File: src/rtl/display_scan_ctrl.sv
// Scan controller for a bank of common-anode 7-segment digits sharing one BCD decoder; frame-aligned double-buffered value.
// Optional LEADING_ZERO_BLANK_EN: drive blank code (4'hF) on leading-zero digits above digit 0.
`timescale 1ns/1ps

module display_scan_ctrl #(
  parameter int DIGITS = 4,
  parameter int DIV    = 50000,
  parameter int BLANK  = 1000
) (
  input  logic                  clk,
  input  logic                  rst_n,
  input  logic                  load,
  input  logic [4*DIGITS-1:0]   value,
  output logic [3:0]            bcd,
  output logic [DIGITS-1:0]     an,
  output logic                  frame_tick
);

  localparam int CW = $clog2(DIV);
  localparam int IW = (DIGITS > 1) ? $clog2(DIGITS) : 1;
  localparam int VW = 4*DIGITS;

  localparam logic [CW-1:0] CNT_LAST  = CW'(DIV-1);
  localparam logic [IW-1:0] IDX_LAST  = IW'(DIGITS-1);
  localparam logic [CW:0]   BLANK_END = (CW+1)'(BLANK);

  logic [CW-1:0]   r_cnt;
  logic [IW-1:0]   r_idx;
  logic [VW-1:0]   r_disp;
  logic [VW-1:0]   r_pend;
  logic            r_pend_v;
  logic [3:0]      r_bcd;
  logic [DIGITS-1:0] r_an;
  logic            r_frame_tick;

  logic            w_slot_end;
  logic            w_wrap;
  logic [CW-1:0]   w_cnt_nxt;
  logic [IW-1:0]   w_idx_nxt;
  logic [VW-1:0]   w_disp_nxt;
  logic [VW-1:0]   w_pend_nxt;
  logic            w_pend_v_nxt;
  logic            w_in_blank;
  logic [IW+1:0]   w_nib_sel;
  logic            w_lz;
  logic [3:0]      w_bcd_nxt;
  logic [DIGITS-1:0] w_an_nxt;

  assign w_slot_end = (r_cnt == CNT_LAST);
  assign w_wrap     = w_slot_end && (r_idx == IDX_LAST);

  always_comb begin
    w_cnt_nxt    = w_slot_end ? '0 : r_cnt + 1'b1;
    w_idx_nxt    = r_idx;
    if (w_slot_end) begin
      w_idx_nxt = w_wrap ? '0 : r_idx + 1'b1;
    end
    // Frame boundary swaps in the shadow; a same-edge load refills it and keeps it pending.
    w_disp_nxt   = (w_wrap && r_pend_v) ? r_pend : r_disp;
    w_pend_nxt   = load ? value : r_pend;
    w_pend_v_nxt = load ? 1'b1 : (w_wrap ? 1'b0 : r_pend_v);
  end

  // Outputs are decoded from next-state so the flops line up with the state they describe.
  always_comb begin
    w_in_blank = ({1'b0, w_cnt_nxt} < BLANK_END);
    w_an_nxt   = '1;
    if (!w_in_blank) begin
      w_an_nxt[w_idx_nxt] = 1'b0;
    end
    w_nib_sel = {w_idx_nxt, 2'b00};
`ifdef LEADING_ZERO_BLANK_EN
    w_lz = (w_idx_nxt != '0) && ((w_disp_nxt >> w_nib_sel) == '0);
`else
    w_lz = 1'b0;
`endif
    w_bcd_nxt = w_lz ? 4'hF : w_disp_nxt[w_nib_sel +: 4];
  end

  always_ff @(posedge clk or negedge rst_n) begin
    if (!rst_n) begin
      r_cnt        <= '0;
      r_idx        <= '0;
      r_disp       <= '0;
      r_pend       <= '0;
      r_pend_v     <= 1'b0;
      r_bcd        <= 4'h0;
      r_an         <= '1;
      r_frame_tick <= 1'b0;
    end else begin
      r_cnt        <= w_cnt_nxt;
      r_idx        <= w_idx_nxt;
      r_disp       <= w_disp_nxt;
      r_pend       <= w_pend_nxt;
      r_pend_v     <= w_pend_v_nxt;
      r_bcd        <= w_bcd_nxt;
      r_an         <= w_an_nxt;
      r_frame_tick <= w_wrap;
    end
  end

  assign bcd        = r_bcd;
  assign an         = r_an;
  assign frame_tick = r_frame_tick;

endmodule

File: config.mk
export PLATFORM = sky130hd
export DESIGN_NAME = display_scan_ctrl
export DESIGN_NICKNAME = d
export VERILOG_FILES = /design/src/rtl/display_scan_ctrl.sv
export SDC_FILE = /design/constraint.sdc
export NUM_CORES = 1
export LEC_CHECK = 0
export BUFFER_PORTS_ARGS = -buffer_cell sky130_fd_sc_hd__buf_2
export CAP_MARGIN = 20
export CELL_PAD_IN_SITES_DETAIL_PLACEMENT = 0
export CELL_PAD_IN_SITES_GLOBAL_PLACEMENT = 1
export CORE_MARGIN = 4
export CORE_UTILIZATION = 48
export CTS_CLUSTER_SIZE = 14
export DETAILED_ROUTE_END_ITERATION = 12
export GPL_TIMING_DRIVEN = 0
export PLACE_DENSITY = 0.81
export SYNTH_ARGS = -nofsm -noshare
export SYNTH_HDL_FRONTEND = slang
export SYNTH_SLANG_ARGS = --single-unit
File: constraint.sdc
create_clock -name clk -period 3.8 [get_ports clk]
set_input_delay 0.19 -clock clk [delete_from_list [all_inputs] [get_ports clk]]
set_output_delay 0.19 -clock clk [all_outputs]
set_load 0.05 [all_outputs]
* Word level (Yosys, flattened, before mapping) *
Cells that the tools add are included.

operators by class
  $add $sub $neg = 2
  magnitude comparators = 3
  equal/unequal tests = 2
  shift-type cells = 1
  mux-type cells = 9
  bitwise logic cells = 1
  reduce and logical (&&, ||, !) cells = 4

operator list
  kind                     number
  $mux W16                 2
  $add A16 B1 Y16 const B  1
  $eq A16 B16 Y1 const B   1
  $lt A16 B10 Y1 const B   1
  $shiftx A16 B5 Y4        1
  $mux W2                  2
  $mux W4                  1
  $not A4 Y4               1
  $logic_and A1 B1 Y1      3
  $lt A2 B3 Y1 const B     1
  $mux W1                  3
  $add A2 B1 Y2 const B    1
  $demux W1 S2             1
  $eq A2 B2 Y1 const B     1
  $ge A2 B1 Y1 const B     1
  $reduce_bool A2 Y1       1

word-level totals
  register bits after elaboration = 60
  input bits = 19
  output and inout bits = 9
  word-level logic and storage cells = 30

* Longest topological paths before layout *
  word-level depth = 10
  depth in mapped cells = 9
  depth with buffers taken out = 7

* Worst setup path before layout *
Ideal clock, no wire load.

  path kind = register -> register
  start point = register r_cnt[11]
  end point = register r_bcd[0] (netlist: bcd[0])
  setup time = 125 ps
  data arrival time = 2751 ps
  required time = 3675 ps
  path slack = 924 ps
  cell stages (with the launch flop) = 9
  path buffers = 1
  period minus slack after synthesis = 2876 ps
  cell sequence = dfrtp_1 > buf_6 > or4_4 > nor3_2 > nor3b_4 > mux2i_2 > inv_2 > mux4_2 > mux2_2

on the way
  cells in the longest elaborated chain, start to end = 5
  elaborated cells between the ends (all ways) = 7
  classes of those cells = eq/ne: 1; shift: 1; mux: 3; reduce/logical: 2

ends and longest elaborated chain
  item                      line  text
  start: declaration        27    logic [CW-1:0] r_cnt;
  start signal: assignment  91    r_cnt <= w_cnt_nxt;
  $eq A16 B16 Y1 *          49    assign w_slot_end = (r_cnt == CNT_LAST);
  $logic_and A1 B1 Y1       50    assign w_wrap = w_slot_end && (r_idx == IDX_LAST);
  $mux W2                   56    w_idx_nxt = w_wrap ? '0 : r_idx + 1'b1;
  $mux W2 *                 55    if (w_slot_end) begin
  via w_idx_nxt[1]          39    logic [IW-1:0] w_idx_nxt;
  $shiftx A16 B5 Y4 *       77    w_bcd_nxt = w_lz ? 4'hF : w_disp_nxt[w_nib_sel +: 4];
  via w_bcd_nxt[0]          46    logic [3:0] w_bcd_nxt;
  end signal: assignment    96    r_bcd <= w_bcd_nxt;
  end: declaration          32    logic [3:0] r_bcd;

Mark *: on every way through the listed nets, which the timed path passes. The rest lies on a longest branch.
A chain may end at the register's enable or synchronous reset.

* Worst setup path in the final report *
Ends and elaborated chain as after synthesis.

==> impl_results.md <==
* Simple-Gate Fraction of Synth Area at 10.7%
* Hold Crit Class: input port to flip-flop
* Most frequent cells in the layout: 56 x dfrtp_1, 36 x mux2_2, 28 x buf_2
* Adder-Cell Fraction of Synth Area at 0.937%
* Vias in the first global route at 1,662
* Final wirelength at 4500 um
* Register area at 1510 um^2
* TritonCTS clock tree: done
* Max-slew violation count at 0
* Antenna Violating Nets Remaining at 0
* Fmax at 315 MHz
* YS warnings at 0
* Die H at 82.6 um
* TNS Setup at 0 ns
* Hold Vio Cnt, Final at 0
* Total grt overflow at 0
* Setup CP Type: flip-flop to flip-flop
* I/O pins at 28
* Clk_lat worst skew at around 0.33 ns
* Max Cap Viol at 0
* Final worst path period share at 83.6%
* Area fraction in compound gates after synthesis at 1.73%
* Port Buffers at 26
* DRC at 0
* CTS Buf Count at 9
* DR vias at 1,607
* DIE WIDTH at 82.6 um
* Clk sinks at 60
* Async set-reset flop share out of synthesis at 100%
* Post-Place Cells at between 200 and 300
* Slowest stage cell, crit path: mux2i_2
* Final setup vio count at 0
* Initial antenna violation count at 0
* Detailed Routing Iterations Pass 1 at 4
* Reg2reg start: r_cnt[11]
* Crit path launch type: flip-flop
* Post-cts resize count at 0
* Avg WL per Cell at 14.6 um
* Max_slew headroom at 52.3%
* Fillcell total at ~430
* Critical path cell sequence: buf_6 -> or4_4 -> nor3_2 -> nor3b_4 -> mux2i_2 -> inv_2 -> mux4_2 -> mux2_2
* Site Rows at 26
* Worst VDD drop at 0.000296 V
* Post-synthesis mux area share at 23.3%
* Layout area overhead at 17.6%
* First-pass GRT wire length at 8050 um
* Post-synthesis sequential area ratio at a little under three fifths
* Crit-path max FO at 8
* Layout Skew at 0.0114 ns
* CP max stage delay at 0.60 ns
* Clock Tree Buf Depth at 2
* NumNets Final at 254
* # diodes at 0
* Crit. End Element: flip-flop
* Largest net degree at the start of global routing at 35
* Post-synth EDFFs at 0
* Htree depth at 3
* Dpl hpwl at 3230 um
* Clk slew on worst S/H paths at 0.07 ns
* Initial core utilization at 51.0%
* Cells after Synth at between 150 and 200
* Hold_sp: value[5]
* Mean Syn Cell Area at 13.8 um^2
* Pwr/cell area at 433 nW/um^2
* Area occupied by multi-input gates at about 1100 um^2
* Worst Path Required at 4.01 ns
* WP data arrival at 3.39 ns
* RSZ-0062 raised after global routing: false
* Syn_nets at 215
* Layout cells sized above 1 at 40.8%
* Post-Syn Area at between 2000 and 3000 um^2
* Vias/cell at 5.22
* Total track usage at 16.2%
* Cts-stage hold buffer count at 1
* Largest family of logic cells by synthesized area: multiplexers
* Run status: completed
* Count of cell types in the netlist at 37
* Post-Layout Cell Count at 308
* Commonest non-fill, non-tap cell in the layout: dfrtp_1
* CP startpoint: r_cnt[11]
* Slew @ Worst Pin at 0.696 ns
* Synth Flop Type: dfrtp_1
* Final Util at 60.0%
* Die area at 6820 um^2
* First DRT Iteration DRCs at a little over 70
* Setup bufs post-CTS at 0
* Synthesized flop and latch total at 60
* Leakage at 1.47 nW
* Root Buffer: clkbuf_8
* Core Box Area at around 5200 um^2
* Final RePlAce weighted congestion at 0.832
* Min Tclk post-route at 3.18 ns
* Post-synthesis xor/xnor area fraction at 4.59%
## report_power, final
group / switching [mW] / total (mW) / internal, mW
clock network: 0.237 / 0.644 / 0.407
registers: 0.0124 / 0.669 / 0.656
logic: 0.0211 / 0.0480 / 0.0270
## Yosys cell counts (2+ instances only)
| master | n | area share [%] |
|---|---|---|
| nor2_1 | 10 | 1.4 |
| nand4_1 | 4 | 0.94 |
| xor2_1 | 4 | 1.3 |
| nor3_1 | 6 | 1.1 |
| mux4_2 | 7 | 5.9 |
| dfrtp_1 | 56 | 52 |
| nor4_1 | 3 | 0.70 |
| nand2_1 | 7 | 0.98 |
| or2_2 | 2 | 0.47 |
| clkbuf_1 | 3 | 0.42 |
| buf_2 | 2 | 0.37 |
| xnor2_1 | 10 | 3.3 |
| and3_1 | 2 | 0.47 |
| inv_1 | 6 | 0.84 |
| nand3_1 | 10 | 1.9 |
| mux2_2 | 36 | 15 |
| mux2i_1 | 2 | 0.75 |
| ha_1 | 2 | 0.94 |
| dfstp_2 | 4 | 3.9 |
## routing by layer
metal | track usage, % | vias to the layer above | share of wire (%)
met5 | 0 | - | 0
li1 | - | 781 | -
met2 | 22.8 | 28 | 45
met4 | 8.33 | 0 | 1.7
met3 | 4.34 | 6 | 3.7
met1 | 23.0 | 792 | 50
## state kept, by name, summed over array words and instances, names as in the netlist
| name | count |
|---|---|
| bcd | 4 |
| frame_tick | 1 |
| r_disp | 16 |
| r_pend | 16 |
| r_cnt | 16 |
| r_idx | 2 |
| an | 4 |
| r_pend_v | 1 |
## final cells by class
type / instances / area share (%)
Buffer: 7 / 1.15
Clock buffer: 14 / 5.18
Clock inverter: 2 / 1.91
Inverter: 7 / 0.836
Multi-Input combinational cell: 120 / 35.1
Sequential cell: 60 / 47.9
Tap cell: 70 / 2.79
Timing Repair Buffer: 28 / 5.10
## cell families (layout without fill, tap and decap cells)
kind of cell	Yosys count	in the layout
AO/OA/AOI/OAI	6	6
XOR/XNOR	14	14
adder cells (fa/ha/maj)	2	2
buffers and inverters	14	58
flip-flops	60	60
multiplexers	47	47
AND/OR/NAND/NOR	51	51
## critical path, delay by kind of cell (launching register included)
family,cells,cell delay [ns]
muxes,3,1.35
and+or+nand+nor,3,0.99
DFF,1,0.37
buffers and inverters,2,0.35
## metrics by stage
stage / hold WS (ns) / worst slack (ns) / instance area [um^2] / total power [mW]
CTS: 0.0726 / 0.574 / 3140 / 1.38
global placement: 0.422 / 0.584 / 2890 / 0.726
detailed placement: 0.232 / 0.583 / 2910 / 0.729
finish: 0.0873 / 0.623 / 3140 / 1.36
global route: 0.0652 / 0.370 / 3140 / 1.42
floorplan: -0.106 / 0.924 / 2670 / 0.699
## final timing paths
path | endpoint | slack, ns | depth (start not counted)
max | bcd[0] | 0.62 | 8
min | r_pend[5] | 0.09 | 2
max reg2reg | bcd[0] | 0.62 | 8
min reg2reg | r_pend_v | 0.49 | 1
max in group asynchronous | r_disp[2] | 2.81 | 3
min in group asynchronous | r_disp[9] | 0.40 | 2
No activity file was read; power rests on OpenSTA's default activity.
